**config.mk**
```make
export PLATFORM = sky130hd
export DESIGN_NAME = toggle_rx_flat
export DESIGN_NICKNAME = d
export VERILOG_FILES = /design/src/rtl/toggle_rx_pkg.sv /design/src/rtl/toggle_rx_if.sv /design/src/rtl/toggle_rx_dec.sv /design/src/rtl/toggle_rx.sv /design/src/flat_wrapper.sv
export SDC_FILE = /design/constraint.sdc
export NUM_CORES = 1
export LEC_CHECK = 0
export ABC_CLOCK_PERIOD_IN_PS = 4010
export CAP_MARGIN = 20
export CORE_ASPECT_RATIO = 0.8
export CORE_MARGIN = 10
export CORE_UTILIZATION = 51
export DETAILED_ROUTE_END_ITERATION = 12
export PLACE_DENSITY = 0.73
export SLEW_MARGIN = 20
export SYNTH_ARGS = -nofsm -noshare
export SYNTH_HDL_FRONTEND = slang
export SYNTH_SLANG_ARGS = --single-unit
```
**constraint.sdc**
```tcl
create_clock -name clk -period 4.01 [get_ports clk]
set_input_delay 1.0025 -clock clk [delete_from_list [all_inputs] [get_ports clk]]
set_output_delay 1.0025 -clock clk [all_outputs]
set_load 0.02 [all_outputs]
```
**src/rtl/toggle_rx_pkg.sv**
```systemverilog
// rtl/toggle_rx_pkg.sv - shared types and constants for the toggle-stream receiver
package toggle_rx_pkg;

  typedef enum logic [1:0] {
    HUNT   = 2'd0,
    DATA   = 2'd1,
    PARITY = 2'd2
  } state_t;

  localparam logic [7:0] SYNC_WORD_DEF = 8'hA5;
  localparam int         BIT_CNT_W     = 3;

  // Even parity over a data byte plus its parity bit: 1 when the 9-bit total is even.
  function automatic logic parity_ok(input logic [7:0] d, input logic p);
    return ~(^{d, p});
  endfunction

endpackage

```
**src/rtl/toggle_rx_if.sv**
```systemverilog
// rtl/toggle_rx_if.sv - byte output handshake between the receiver and its consumer
interface toggle_rx_if;
  logic [7:0] out_data;
  logic       out_valid;
  logic       out_ready;

  modport master (output out_data, output out_valid, input out_ready);
  modport slave  (input out_data, input out_valid, output out_ready);
endinterface

```
**src/rtl/toggle_rx_dec.sv**
```systemverilog
// rtl/toggle_rx_dec.sv - recovers T bits from sampled Q of a T flip-flop line
module toggle_dec (
  input  logic clk,
  input  logic rst_n,
  input  logic q_in,
  input  logic bit_en,
  output logic t,
  output logic bit_vld
);

  logic q_prev;

  // Remember the last sampled line level; only strobed samples count.
  always_ff @(posedge clk or negedge rst_n) begin
    if (!rst_n) begin
      q_prev <= 1'b0;
    end else if (bit_en) begin
      q_prev <= q_in;
    end
  end

  assign t       = q_in ^ q_prev;
  assign bit_vld = bit_en;

endmodule

```
**src/rtl/toggle_rx.sv**
```systemverilog
// rtl/toggle_rx.sv - sync hunt, frame assembly and byte handshake (TOGGLE_RX_PARITY_EN adds parity bit)
module toggle_rx
  import toggle_rx_pkg::*;
#(
  parameter logic [7:0] SYNC_WORD   = SYNC_WORD_DEF,
  parameter int         FRAME_BYTES = 4
) (
  input  logic        clk,
  input  logic        Rst_n,
  input  logic        Q_in,
  input  logic        bit_en,
  toggle_rx_if.master out_if,
  output logic        sync_lock,
  output logic        err
);

  localparam logic [7:0] LAST_BYTE = 8'(FRAME_BYTES - 1);

  logic                 t;
  logic                 bit_vld;
  state_t               state;
  logic [7:0]           shift;
  logic [7:0]           shift_next;
  logic [BIT_CNT_W-1:0] bit_cnt;
  logic [7:0]           byte_cnt;
  logic [7:0]           out_data_q;
  logic                 out_valid_q;
  logic                 par_ok;
  logic                 commit;
  logic [7:0]           commit_byte;

  toggle_dec u_dec (
    .clk    (clk),
    .rst_n  (Rst_n),
    .q_in   (Q_in),
    .bit_en (bit_en),
    .t      (t),
    .bit_vld(bit_vld)
  );

  // Decide whether this strobe completes a byte and which value it carries.
  always_comb begin
    shift_next = {shift[6:0], t};
`ifdef TOGGLE_RX_PARITY_EN
    par_ok      = parity_ok(shift, t);
    commit      = bit_vld && (state == PARITY) && par_ok;
    commit_byte = shift;
`else
    par_ok      = 1'b1;
    commit      = bit_vld && (state == DATA) && (bit_cnt == 3'd7);
    commit_byte = shift_next;
`endif
  end

  // Frame FSM plus output holding register; commit effects override the per-state updates.
  always_ff @(posedge clk or negedge Rst_n) begin
    if (!Rst_n) begin
      state       <= HUNT;
      shift       <= 8'h00;
      bit_cnt     <= '0;
      byte_cnt    <= 8'h00;
      out_data_q  <= 8'h00;
      out_valid_q <= 1'b0;
      err         <= 1'b0;
    end else begin
      err <= 1'b0;
      if (out_valid_q && out_if.out_ready) begin
        out_valid_q <= 1'b0;
      end
      if (bit_vld) begin
        case (state)
          HUNT: begin
            shift <= shift_next;
            if (shift_next == SYNC_WORD) begin
              state    <= DATA;
              bit_cnt  <= '0;
              byte_cnt <= 8'h00;
            end
          end
          DATA: begin
            shift   <= shift_next;
            bit_cnt <= bit_cnt + 1'b1;
`ifdef TOGGLE_RX_PARITY_EN
            if (bit_cnt == 3'd7) begin
              state <= PARITY;
            end
`endif
          end
          PARITY: begin
            if (par_ok) begin
              state <= DATA;
            end else begin
              err   <= 1'b1;
              state <= HUNT;
              shift <= 8'h00;
            end
          end
          default: state <= HUNT;
        endcase
      end
      if (commit) begin
        if (out_valid_q && !out_if.out_ready) begin
          err <= 1'b1;
        end else begin
          out_data_q  <= commit_byte;
          out_valid_q <= 1'b1;
        end
        byte_cnt <= byte_cnt + 8'd1;
        if (byte_cnt == LAST_BYTE) begin
          state <= HUNT;
          shift <= 8'h00;
        end
      end
    end
  end

  assign out_if.out_data  = out_data_q;
  assign out_if.out_valid = out_valid_q;
  assign sync_lock        = (state != HUNT);

endmodule

```
**src/flat_wrapper.sv**
```systemverilog
// flat-port wrapper written by rule: the top's interface ports become plain ports
module toggle_rx_flat import toggle_rx_pkg::*;
#(
  parameter logic [7:0] SYNC_WORD   = SYNC_WORD_DEF,
  parameter int         FRAME_BYTES = 4
)
  (clk, Rst_n, Q_in, bit_en, sync_lock, err, out_if_out_data, out_if_out_valid, out_if_out_ready);
  toggle_rx_if out_if_i ();
  input  logic clk;
  input  logic Rst_n;
  input  logic Q_in;
  input  logic bit_en;
  output logic sync_lock;
  output logic err;
  output wire logic [$bits(out_if_i.out_data)-1:0] out_if_out_data;
  output wire logic [$bits(out_if_i.out_valid)-1:0] out_if_out_valid;
  input wire logic [$bits(out_if_i.out_ready)-1:0] out_if_out_ready;
  assign out_if_out_data = out_if_i.out_data;
  assign out_if_out_valid = out_if_i.out_valid;
  assign out_if_i.out_ready = out_if_out_ready;
  toggle_rx #(.SYNC_WORD(SYNC_WORD), .FRAME_BYTES(FRAME_BYTES)) u_core (.clk(clk), .Rst_n(Rst_n), .Q_in(Q_in), .bit_en(bit_en), .out_if(out_if_i), .sync_lock(sync_lock), .err(err));
endmodule
```
==> results_tabular.tex, run 1 <==
\begin{tabular}{lr}
\hline
Metric & Value \\
\hline
\multicolumn{2}{l}{\textbf{Worst setup path}} \\
Most prevalent standard cell on the critical path & sky130\_fd\_sc\_hd\_\_inv\_1 \\
Critical path class & register to output port \\
Number of buffers and inverters on the critical path & 3 \\
Slack of the worst reg-to-reg path & 2.00 ns \\
Critical-path cell list & inv\_1, ha\_1, inv\_1, clkdlybuf4s50\_1 \\
Critical R2R Launch & u\_core.state[1] \\
Kind of cell adding the most delay to the critical path & buffers and inverters \\
Data required time of the critical path & 3.01 ns \\
Worst R2R End & u\_core.out\_if.out\_data[1] \\
Critical Path AT & 1.85 ns \\
Library cell contributing the largest single delay on the critical path & sky130\_fd\_sc\_hd\_\_clkdlybuf4s50\_1 \\
Critical Path Max Stage Delay & 0.62 ns \\
Peak fanout along the critical path & 5 \\
FF-to-FF path depth & 5 \\
Kind of start point of the critical path & register \\
Crit path capture type & output port \\
\multicolumn{2}{l}{\textbf{Cells and area}} \\
Area taken by flip-flops and latches & 776 µm² \\
Layout Nets & 163 \\
Layout area overhead & 16.6\% \\
Area of the multi-input gates & 641 µm² \\
Final cell area excluding filler cells & 0.00169 mm² \\
Filler cells & 233 \\
Ratio of cells with drive above 1 in the final layout & 13.2\% \\
Diodes inserted & 0 \\
\multicolumn{2}{l}{\textbf{Synthesis}} \\
Ranking of synthesized cells by area & sky130\_fd\_sc\_hd\_\_dfrtp\_1 53\%, sky130\_fd\_sc\_hd\_\_mux2\_2 7.0\%, sky130\_fd\_sc\_hd\_\_ha\_1 5.2\%, sky130\_fd\_sc\_hd\_\_nand2\_1 4.9\%, sky130\_fd\_sc\_hd\_\_a21oi\_1 3.1\% \\
Top cell type's share of synthesized area & 53.4\% \\
Yosys top cell by area & sky130\_fd\_sc\_hd\_\_dfrtp\_1 \\
Syn Area/Cell & 10.9 µm² \\
Sequential share of the synthesized area & 53.4\% \\
Synth top cells by count & 31 x sky130\_fd\_sc\_hd\_\_dfrtp\_1, 19 x sky130\_fd\_sc\_hd\_\_nand2\_1, 10 x sky130\_fd\_sc\_hd\_\_nor2\_1 \\
Most repeated cell in the gate-level netlist after synthesis & sky130\_fd\_sc\_hd\_\_dfrtp\_1 \\
Post-Syn Area & 0.00145 mm² \\
Yosys reg bits & 31 \\
Most instantiated flip-flop cell in the synthesis netlist & sky130\_fd\_sc\_hd\_\_dfrtp\_1 \\
Yosys warnings & 0 \\
Count of unique library cells instantiated by Yosys & 31 \\
Share of synthesized flip-flops with an asynchronous set or reset & 100\% \\
EDFF count, synth & 0 \\
Post-Synthesis Cells & 133 \\
Mapped Nets & 144 \\
\multicolumn{2}{l}{\textbf{Job}} \\
\# Max-Cap Violations & 0 \\
\multicolumn{2}{l}{\textbf{Route}} \\
Number of optimization iterations in the first detailed-route pass & 4 \\
Number of vias after detailed routing & 1018 \\
Remaining antenna violation count after routing & 0 \\
Wire length per cell & 14.7 µm \\
Final wirelength & 2.79 mm \\
Number of vias per cell & 5.36 \\
Count of routing violations after the opening detailed-route iteration & 71 \\
Number of remaining DRC errors & 0 \\
\multicolumn{2}{l}{\textbf{Run status}} \\
Run status & finished clean \\
\multicolumn{2}{l}{\textbf{Placed design}} \\
Pre-CTS WS & 1.03 ns \\
Placed Area & 0.00164 mm² \\
Post-DP HPWL & 2.05 mm \\
Final weighted congestion of routability-driven global placement & 0.814 \\
Count of buffers from port buffering & 15 \\
\multicolumn{2}{l}{\textbf{STA}} \\
Hold Vio Cnt, Final & 0 \\
Period minus WS final & 2.86 ns \\
Maximum achievable frequency & 350 MHz \\
Slew at the pin closest to its max-slew limit & 0.684 ns \\
Final setup violation count & 0 \\
Max Slew Vio Count & 0 \\
Final period util & 71.2\% \\
Unrepaired setup endpoints after global routing & false \\
Post-route worst setup slack & 1.15 ns \\
Slew margin rel. & 53.9\% \\
Post-route clock skew & 0.0111 ns \\
Post-route worst hold slack & 0.516 ns \\
Post-Route Setup TNS & 0 ns \\
\multicolumn{2}{l}{\textbf{Die}} \\
Standard cell core area & 0.00274 mm² \\
\# IOs & 16 \\
Starting utilization of the core area & 52.9\% \\
Cell Rows & 17 \\
Die height & 67.7 µm \\
Die Outline Area & 0.00539 mm² \\
Horizontal die dimension & 79.6 µm \\
\multicolumn{2}{l}{\textbf{Power and ir drop}} \\
Leakage power summed over all cells & 0.776 nW \\
Worst vdd ir & 0.000370 V \\
PD cells & 602 mW/mm² \\
Total power consumption of the routed design & 1.02 mW \\
\multicolumn{2}{l}{\textbf{Clocking}} \\
Number of clock sinks seen by CTS & 31 \\
Clock transition time at the flip-flop clock pins of the worst setup and hold paths & 0.10 ns \\
Quantity of gates resized following cts & 0 \\
Number of H-tree branching levels & 2 \\
Clock tree from TritonCTS & yes \\
CTS hold repair buffers & 0 \\
Total setup buffers inserted after CTS & 0 \\
CTS Root Cell & sky130\_fd\_sc\_hd\_\_clkbuf\_4 \\
Clock tree buffer depth & 2 \\
Worst-skew pair later-pin latency & 0.34 ns \\
CTS Buf Count & 5 \\
\multicolumn{2}{l}{\textbf{GRT}} \\
Wire length of the first global-routing pass & 4.77 mm \\
Number of antenna violations at the first check in global routing & 0 \\
Total global routing track utilization & 11.7\% \\
Remaining global-route overflow & 0 \\
Vias in the first global route & 1031 \\
Pin count of the biggest net entering global routing & 32 \\
\multicolumn{2}{l}{\textbf{Worst hold path}} \\
Cell count of the worst hold path & 1 \\
Launch point of the worst hold path & u\_core.out\_if.out\_data[1] \\
Class of the tightest hold or removal check & register to register \\
End point of the worst hold path & u\_core.out\_if.out\_data[1] \\
\hline
\end{tabular}
## metal layers
metal	GRT usage, %	vias up	wire (µm)
met5	0	-	0
met2	17.8	15	1270
li1	-	506	-
met1	13.6	489	1320
met4	6.92	0	65
met3	4.77	8	144
## state kept, by name, summed over array words and instances, names as in the netlist
register and cells:
u_core.bit_cnt 3, u_core.out_if.out_data 8, u_core.shift 7, u_core.u_dec.q_prev 1
u_core.state 2, u_core.err 1, u_core.out_if.out_valid 1, u_core.byte_cnt 8
## how the worst max path moves through the flow
| stage | slack [ns] | end | from | depth (start not counted) |
|---|---|---|---|---|
| after floorplan | 2.01 | u_core.out_if.out_data[1] | bit_en | 5 |
| after global placement | 1.06 | u_core.out_if.out_data[1] | bit_en | 4 |
| after detailed placement | 1.03 | u_core.out_if.out_data[1] | bit_en | 4 |
| after CTS | 1.17 | sync_lock | u_core.state[0] | 4 |
| after global routing | 1.09 | sync_lock | u_core.state[0] | 4 |
| final | 1.15 | sync_lock | u_core.state[0] | 4 |
## final cells by class
class | count | area share (%)
clock buffers | 6 | 3.03
clock inverters | 1 | 0.296
inverters | 4 | 0.887
multi-input cells | 94 | 37.8
flip-flops and latches | 31 | 45.8
well taps | 38 | 2.81
repair buffers | 16 | 9.31
## stage by stage
step,utilization [%],cells
finish,61.7,190
global route,61.7,190
CTS,61.7,190
detailed placement,59.6,183
global placement,59.6,183
floorplan,-,133
## where the power goes
group | internal (mW) | switching (mW) | total (mW)
Clock | 0.0811 | 0.109 | 0.191
Sequential | 0.406 | 0.0808 | 0.487
Combinational | 0.169 | 0.172 | 0.341
Total | 0.657 | 0.362 | 1.02
## cells in the final DEF (no fill, tap or decap), drive strengths merged, types with 2 or more instances in the layout
| master | synthesis | final |
|---|---|---|
| o21ai | 6 | 6 |
| o211ai | 2 | 2 |
| nand4 | 5 | 5 |
| ha | 6 | 6 |
| nand3 | 3 | 3 |
| inv | 4 | 4 |
| mux2i | 2 | 2 |
| and3 | 3 | 3 |
| a21oi | 9 | 9 |
| a211oi | 2 | 2 |
| nand2 | 19 | 19 |
| xor2 | 4 | 4 |
| mux2 | 9 | 9 |
| nor2 | 10 | 10 |
| clkdlybuf4s50 | 0 | 15 |
| a22o | 2 | 2 |
| dfrtp | 31 | 31 |
| clkbuf | 2 | 6 |
## logic make-up (layout without fill, tap and decap cells)
group,after synthesis,in the layout,synth area share (%)
simple gates,48,48,17.5
flops,31,31,53.4
compound gates,24,24,10.1
mux,11,11,8.36
buf+inv,8,27,2.41
fa+ha+maj,6,6,5.17
xor+xnor,5,5,3.02
## worst reg2reg max path, cell delays in order (launching register included)
cell and delay [ns]:
sky130_fd_sc_hd__dfrtp_1 0.39, sky130_fd_sc_hd__inv_1 0.11, sky130_fd_sc_hd__ha_1 0.26, sky130_fd_sc_hd__and3_1 0.34, sky130_fd_sc_hd__and2_1 0.43, sky130_fd_sc_hd__mux2_2 0.38
Note: power is estimated with default switching activity, not from simulation.
==> run 2, diff against run 1 <==
--- a/config.mk
+++ b/config.mk
@@ -5,13 +5,13 @@
 export SDC_FILE = /design/constraint.sdc
 export NUM_CORES = 1
 export LEC_CHECK = 0
-export ABC_CLOCK_PERIOD_IN_PS = 4010
+export ABC_CLOCK_PERIOD_IN_PS = 2600
 export CAP_MARGIN = 20
 export CORE_ASPECT_RATIO = 0.8
 export CORE_MARGIN = 10
-export CORE_UTILIZATION = 51
+export CORE_UTILIZATION = 49
 export DETAILED_ROUTE_END_ITERATION = 12
-export PLACE_DENSITY = 0.73
+export PLACE_DENSITY = 0.74
 export SLEW_MARGIN = 20
 export SYNTH_ARGS = -nofsm -noshare
 export SYNTH_HDL_FRONTEND = slang
==> constraint.sdc (replaced) <==
create_clock -name clk -period 2.6 [get_ports clk]
set_input_delay 0.65 -clock clk [delete_from_list [all_inputs] [get_ports clk]]
set_output_delay 0.65 -clock clk [all_outputs]
set_load 0.02 [all_outputs]
==> results_tabular.tex, run 2 (synthesis results as in run 1) <==
\begin{tabular}{lr}
\hline
Metric & Value \\
\hline
\multicolumn{2}{l}{\textbf{Run status}} \\
Run status & finished clean \\
\multicolumn{2}{l}{\textbf{Job}} \\
\# Max-Cap Violations & 0 (unchanged) \\
\multicolumn{2}{l}{\textbf{STA}} \\
Final period util & 92.4\% \\
Slew at the pin closest to its max-slew limit & 0.709 ns (+0.0256 ns) \\
Slew margin rel. & 52.2\% (-1.7 points) \\
Final setup violation count & 0 (unchanged) \\
Period minus WS final & 2.40 ns \\
Maximum achievable frequency & 416 MHz \\
Post-route clock skew & 0.00289 ns (-0.00818 ns) \\
Max Slew Vio Count & 0 (unchanged) \\
Hold Vio Cnt, Final & 0 (unchanged) \\
Post-Route Setup TNS & 0 ns (unchanged) \\
Unrepaired setup endpoints after global routing & false \\
\multicolumn{2}{l}{\textbf{Route}} \\
Top routing layer used & met4 \\
Number of vias per cell & 5.34 (-0.30\%) \\
Total met2 wirelength after detailed routing & 1.22 mm (-3.7\%) \\
Wire length per cell & 14.3 µm (-2.4\%) \\
Detailed-route wire length on metal 1 & 1.32 mm (+0.61\%) \\
Number of vias after detailed routing & 1031 (+1.3\%) \\
Final wirelength & 2.77 mm (-0.90\%) \\
Number of remaining DRC errors & 0 (unchanged) \\
Remaining antenna violation count after routing & 0 (unchanged) \\
Number of optimization iterations in the first detailed-route pass & 4 (unchanged) \\
Total met3 wirelength after detailed routing & 148 µm (+2.8\%) \\
Count of routing violations after the opening detailed-route iteration & 96 (+35\%) \\
\multicolumn{2}{l}{\textbf{Cells and area}} \\
Layout Nets & 165 (+1.2\%) \\
Layout area overhead & 19.4\% \\
Most used cells in the layout excluding fill and tap cells & 31 x sky130\_fd\_sc\_hd\_\_dfrtp\_1, 19 x sky130\_fd\_sc\_hd\_\_nand2\_1, 15 x sky130\_fd\_sc\_hd\_\_clkdlybuf4s50\_1, 10 x sky130\_fd\_sc\_hd\_\_nor2\_1 \\
Most common library cell in the layout ignoring fill and taps & sky130\_fd\_sc\_hd\_\_dfrtp\_1 \\
Ratio of cells with drive above 1 in the final layout & 13.5\% (+0.39 points) \\
Diodes inserted & 0 (unchanged) \\
\multicolumn{2}{l}{\textbf{Placed design}} \\
Count of buffers from port buffering & 15 (unchanged) \\
Final weighted congestion of routability-driven global placement & 0.825 (+1.3\%) \\
Post-DP HPWL & 2.06 mm (about the same) \\
\multicolumn{2}{l}{\textbf{Worst setup path}} \\
Capture point of the worst path & sync\_lock \\
Critical Path Source & u\_core.state[0] \\
Worst R2R End & u\_core.out\_if.out\_data[2] \\
Critical Path Max Stage Delay & 0.62 ns (about the same) \\
Data required time of the critical path & 1.95 ns (-1.06 ns) \\
Crit path capture type & output port \\
Slack of the worst reg-to-reg path & 0.73 ns (-1.27 ns) \\
Critical Path AT & 1.75 ns (-0.10 ns) \\
Peak fanout along the critical path & 5 (unchanged) \\
Critical R2R Launch & u\_core.state[1] \\
Most prevalent standard cell on the critical path & sky130\_fd\_sc\_hd\_\_inv\_1 \\
FF-to-FF path depth & 5 (unchanged) \\
Critical path class & register to output port \\
Library cell contributing the largest single delay on the critical path & sky130\_fd\_sc\_hd\_\_clkdlybuf4s50\_1 \\
Critical-path cell list & inv\_1, ha\_1, inv\_1, clkdlybuf4s50\_1 \\
Kind of start point of the critical path & register \\
\multicolumn{2}{l}{\textbf{Power and ir drop}} \\
PD cells & 941 mW/mm² (+56\%) \\
Leakage power summed over all cells & 0.794 nW (+2.4\%) \\
Worst vdd ir & 0.000436 V (+18\%) \\
Total power consumption of the routed design & 1.63 mW (+60\%) \\
\multicolumn{2}{l}{\textbf{Worst hold path}} \\
Class of the tightest hold or removal check & register to register \\
\multicolumn{2}{l}{\textbf{Die}} \\
Cell Rows & 17 (unchanged) \\
\# IOs & 16 (unchanged) \\
Horizontal die dimension & 80.9 µm (+1.5\%) \\
Die height & 68.7 µm (+1.4\%) \\
Starting utilization of the core area & 51.7\% (-1.2 points) \\
Die Outline Area & 0.00555 mm² (+3.0\%) \\
Standard cell core area & 0.00281 mm² (+2.3\%) \\
\multicolumn{2}{l}{\textbf{GRT}} \\
Total global routing track utilization & 11.5\% (-0.11 points) \\
Vias in the first global route & 1068 (+3.6\%) \\
Number of antenna violations at the first check in global routing & 0 (unchanged) \\
Remaining global-route overflow & 0 (unchanged) \\
Wire length of the first global-routing pass & 4.82 mm (+1.2\%) \\
Pin count of the biggest net entering global routing & 32 (unchanged) \\
\multicolumn{2}{l}{\textbf{Clocking}} \\
Worst-skew pair later-pin latency & 0.28 ns (-0.06 ns) \\
Number of H-tree branching levels & 2 (unchanged) \\
Clock tree buffer depth & 2 (unchanged) \\
Number of clock sinks seen by CTS & 31 (unchanged) \\
Total setup buffers inserted after CTS & 0 (unchanged) \\
CTS Buf Count & 5 (unchanged) \\
Quantity of gates resized following cts & 0 (unchanged) \\
CTS Root Cell & sky130\_fd\_sc\_hd\_\_clkbuf\_8 \\
CTS hold repair buffers & 0 (unchanged) \\
Clock transition time at the flip-flop clock pins of the worst setup and hold paths & 0.06 ns (-0.04 ns) \\
Clock tree from TritonCTS & yes \\
\hline
\end{tabular}
[run 2: where the power goes]
| group | total [mW] | internal [mW] | switching, mW |
|---|---|---|---|
| registers | 0.746 | 0.629 | 0.118 |
| logic | 0.531 | 0.264 | 0.267 |
| clock network | 0.353 | 0.187 | 0.166 |
[run 2: metal layers]
metal	GRT usage, %	up-vias
met1	13.3	502
met2	17.8	15
met5	0	-
met3	4.39	8
li1	-	506
met4	7.76	0
[run 2: critical path: cells and delay by family, from the launching register on]
kind                     cells  cell delay, ns
flip-flops                   1            0.38
adder cells (fa/ha/maj)      1            0.25
buffers and inverters        3            0.83
[run 2: how the worst min path moves through the flow]
stage | from | endpoint | slack (ns) | cells after the start
5_1_grt | u_core.out_if.out_data[7] | u_core.out_if.out_data[7] | 0.54 | 1
6_report | u_core.byte_cnt[4] | u_core.byte_cnt[4] | 0.50 | 1
3_3_place_gp | u_core.byte_cnt[4] | u_core.byte_cnt[4] | 0.47 | 1
2_1_floorplan | Rst_n | u_core.bit_cnt[0] | 0.35 | 0
3_5_place_dp | u_core.byte_cnt[4] | u_core.byte_cnt[4] | 0.49 | 1
4_1_cts | u_core.byte_cnt[4] | u_core.byte_cnt[4] | 0.50 | 1
[run 2: final cells by class]
type | count | area (µm²)
fillers | 235 | 1070
flip-flops and latches | 31 | 776
multi-input cells | 94 | 641
repair buffers | 18 | 173
clock buffers | 7 | 76.3
well taps | 38 | 47.5
inverters | 4 | 15.0
clock inverters | 1 | 5.00
[run 2: stage by stage]
stage / hold slack [ns] / setup WS [ns] / utilization (%) / area (µm²) / std cells
final: 0.496 / 0.199 / 61.7 / 1730 / 193
after global routing: 0.537 / 0.111 / 61.7 / 1730 / 193
after CTS: 0.499 / 0.218 / 61.7 / 1730 / 193
after detailed placement: 0.494 / 0.392 / 58.8 / 1650 / 185
after global placement: 0.472 / 0.413 / 58.8 / 1650 / 185
after floorplan: 0.354 / 0.866 / - / 1450 / 133
==> run 3, diff against run 2 <==
--- a/config.mk
+++ b/config.mk
@@ -9,9 +9,8 @@
 export CAP_MARGIN = 20
 export CORE_ASPECT_RATIO = 0.8
 export CORE_MARGIN = 10
-export CORE_UTILIZATION = 49
+export CORE_UTILIZATION = 38
 export DETAILED_ROUTE_END_ITERATION = 12
-export PLACE_DENSITY = 0.74
 export SLEW_MARGIN = 20
 export SYNTH_ARGS = -nofsm -noshare
 export SYNTH_HDL_FRONTEND = slang
==> results_tabular.tex, run 3 (synthesis results as in run 1) <==
\begin{tabular}{lr}
\hline
Metric & Value \\
\hline
\multicolumn{2}{l}{\textbf{Worst setup path}} \\
Critical-path cell list & inv\_1, ha\_1, inv\_1, clkdlybuf4s50\_1 \\
Crit path capture type & output port \\
Most prevalent standard cell on the critical path & sky130\_fd\_sc\_hd\_\_inv\_1 \\
Slack of the worst reg-to-reg path & 0.72 ns (about the same) \\
Peak fanout along the critical path & 5 (unchanged) \\
Library cell contributing the largest single delay on the critical path & sky130\_fd\_sc\_hd\_\_clkdlybuf4s50\_1 \\
Data required time of the critical path & 1.95 ns (about the same) \\
Worst R2R End & u\_core.out\_if.out\_data[1] \\
Kind of start point of the critical path & register \\
Critical Path AT & 1.74 ns (about the same) \\
Number of buffers and inverters on the critical path & 3 (unchanged) \\
Critical path class & register to output port \\
Critical Path Max Stage Delay & 0.62 ns (about the same) \\
Critical R2R Launch & u\_core.state[1] \\
Kind of cell adding the most delay to the critical path & buffers and inverters \\
FF-to-FF path depth & 5 (unchanged) \\
\multicolumn{2}{l}{\textbf{Clocking}} \\
Quantity of gates resized following cts & 0 (unchanged) \\
Number of clock sinks seen by CTS & 31 (unchanged) \\
Total setup buffers inserted after CTS & 0 (unchanged) \\
CTS hold repair buffers & 0 (unchanged) \\
Worst-skew pair later-pin latency & 0.29 ns (about the same) \\
Clock tree buffer depth & 2 (unchanged) \\
CTS Buf Count & 5 (unchanged) \\
Number of H-tree branching levels & 2 (unchanged) \\
Clock transition time at the flip-flop clock pins of the worst setup and hold paths & 0.06 ns (about the same) \\
Clock tree from TritonCTS & yes \\
CTS Root Cell & sky130\_fd\_sc\_hd\_\_clkbuf\_8 \\
\multicolumn{2}{l}{\textbf{GRT}} \\
Remaining global-route overflow & 0 (unchanged) \\
Pin count of the biggest net entering global routing & 32 (unchanged) \\
Total global routing track utilization & 9.67\% (-1.9 points) \\
Vias in the first global route & 978 (-8.4\%) \\
Wire length of the first global-routing pass & 4.86 mm (+0.70\%) \\
Number of antenna violations at the first check in global routing & 0 (unchanged) \\
\multicolumn{2}{l}{\textbf{Die}} \\
Standard cell core area & 0.00354 mm² (+26\%) \\
Cell Rows & 19 (+2) \\
Horizontal die dimension & 89.1 µm (+10\%) \\
Die Outline Area & 0.00671 mm² (+21\%) \\
\# IOs & 16 (unchanged) \\
Die height & 75.3 µm (+9.6\%) \\
Starting utilization of the core area & 41.0\% (-11 points) \\
\multicolumn{2}{l}{\textbf{STA}} \\
Post-Route Setup TNS & 0 ns (unchanged) \\
Period minus WS final & 2.39 ns (-0.0153 ns) \\
Slew at the pin closest to its max-slew limit & 0.758 ns (+0.0486 ns) \\
Slew margin rel. & 48.9\% (-3.3 points) \\
Maximum achievable frequency & 419 MHz (+0.64\%) \\
Unrepaired setup endpoints after global routing & false \\
Post-route clock skew & 0.00467 ns (+0.00178 ns) \\
Hold Vio Cnt, Final & 0 (unchanged) \\
Max Slew Vio Count & 0 (unchanged) \\
Final period util & 91.8\% (-0.59 points) \\
Final setup violation count & 0 (unchanged) \\
\multicolumn{2}{l}{\textbf{Power and ir drop}} \\
Portion of total power attributed to the clock network & 24.7\% (+3.0 points) \\
Switching share of total power & 33.4\% (-0.42 points) \\
Power share of the combinational group & 31.3\% (-1.3 points) \\
Total power consumption of the routed design & 1.70 mW (+4.4\%) \\
Power share of the sequential group & 44.0\% (-1.8 points) \\
Internal Pwr Total & 1.13 mW (+5.0\%) \\
PD cells & 968 mW/mm² (+3.0\%) \\
Leakage power summed over all cells & 0.803 nW (+1.2\%) \\
Worst vdd ir & 0.000680 V (+56\%) \\
Switching power of the nets & 0.568 mW (+3.1\%) \\
\multicolumn{2}{l}{\textbf{Cells and area}} \\
Most common library cell in the layout ignoring fill and taps & sky130\_fd\_sc\_hd\_\_dfrtp\_1 \\
Most used cells in the layout excluding fill and tap cells & 31 x sky130\_fd\_sc\_hd\_\_dfrtp\_1, 19 x sky130\_fd\_sc\_hd\_\_nand2\_1, 15 x sky130\_fd\_sc\_hd\_\_clkdlybuf4s50\_1, 10 x sky130\_fd\_sc\_hd\_\_nor2\_1 \\
Diodes inserted & 0 (unchanged) \\
Layout area overhead & 21.0\% \\
Layout Nets & 165 (unchanged) \\
Ratio of cells with drive above 1 in the final layout & 14.2\% (+0.65 points) \\
\multicolumn{2}{l}{\textbf{Route}} \\
Number of optimization iterations in the first detailed-route pass & 4 (unchanged) \\
Number of vias after detailed routing & 1021 (-0.97\%) \\
Remaining antenna violation count after routing & 0 (unchanged) \\
Count of routing violations after the opening detailed-route iteration & 74 (-23\%) \\
Number of remaining DRC errors & 0 (unchanged) \\
Final wirelength & 2.94 mm (+6.1\%) \\
Number of vias per cell & 5.18 (-3.0\%) \\
Wire length per cell & 14.9 µm (+4.0\%) \\
\multicolumn{2}{l}{\textbf{Placed design}} \\
Count of buffers from port buffering & 15 (unchanged) \\
Post-DP HPWL & 2.07 mm (+0.77\%) \\
Final weighted congestion of routability-driven global placement & 0.823 (-0.23\%) \\
\multicolumn{2}{l}{\textbf{Worst hold path}} \\
Cell count of the worst hold path & 1 (unchanged) \\
End point of the worst hold path & u\_core.byte\_cnt[4] \\
Class of the tightest hold or removal check & register to register \\
Launch point of the worst hold path & u\_core.byte\_cnt[4] \\
\multicolumn{2}{l}{\textbf{Run status}} \\
Run status & finished clean \\
\multicolumn{2}{l}{\textbf{Job}} \\
\# Max-Cap Violations & 0 (unchanged) \\
\hline
\end{tabular}
-- run 3: worst max path at each step --
stage / startpoint / cells past startpoint / slack [ns] / end
final: u_core.state[0] / 4 / 0.21 / sync_lock
after global routing: u_core.state[0] / 4 / 0.11 / sync_lock
after CTS: u_core.state[0] / 4 / 0.22 / sync_lock
after detailed placement: bit_en / 4 / 0.36 / u_core.out_if.out_data[1]
after global placement: bit_en / 5 / 0.39 / u_core.shift[0]
after floorplan: u_core.bit_cnt[0] / 7 / 0.87 / u_core.out_if.out_data[1]
-- run 3: cell type report --
type / count / area [µm²]
inverter: 4 / 15.0
sequential: 31 / 776
fill: 318 / 1790
multi-input combinational: 94 / 641
tap: 42 / 52.6
clock buffer: 8 / 100
timing repair buffer: 18 / 173
-- run 3: per-stage QoR --
stage / area [µm²] / utilization, % / hold slack (ns) / setup slack (ns) / std cells
floorplan: 1450 / - / 0.354 / 0.866 / 133
global placement: 1660 / 46.8 / 0.472 / 0.392 / 189
detailed placement: 1660 / 46.8 / 0.483 / 0.363 / 189
CTS: 1760 / 49.6 / 0.492 / 0.215 / 197
global route: 1760 / 49.6 / 0.510 / 0.107 / 197
finish: 1760 / 49.6 / 0.490 / 0.214 / 197
-- run 3: routing by layer --
layer | up-vias | routed length [µm] | part of all wire, % | global-route usage, %
li1 | 507 | - | - | -
met1 | 490 | 1480 | 50 | 12.4
met2 | 18 | 1220 | 42 | 13.2
met3 | 6 | 183 | 6.2 | 5.07
met4 | 0 | 48 | 1.6 | 4.23
met5 | - | 0 | 0 | 0
-- run 3: power by group through the flow --
stage          clock (mW)  combinational (mW)  sequential [mW]
2_1_floorplan           0               0.291            0.787
3_3_place_gp            0               0.520            0.749
3_5_place_dp            0               0.536            0.755
4_1_cts             0.427               0.539            0.748
5_1_grt             0.459               0.591            0.770
6_report            0.419               0.533            0.748
-- run 3: worst register-to-register path, stage by stage, from the launching register on --
cell	delay [ns]
sky130_fd_sc_hd__dfrtp_1	0.38
sky130_fd_sc_hd__inv_1	0.10
sky130_fd_sc_hd__ha_1	0.27
sky130_fd_sc_hd__and3_1	0.22
sky130_fd_sc_hd__and2_1	0.40
sky130_fd_sc_hd__mux2_2	0.39
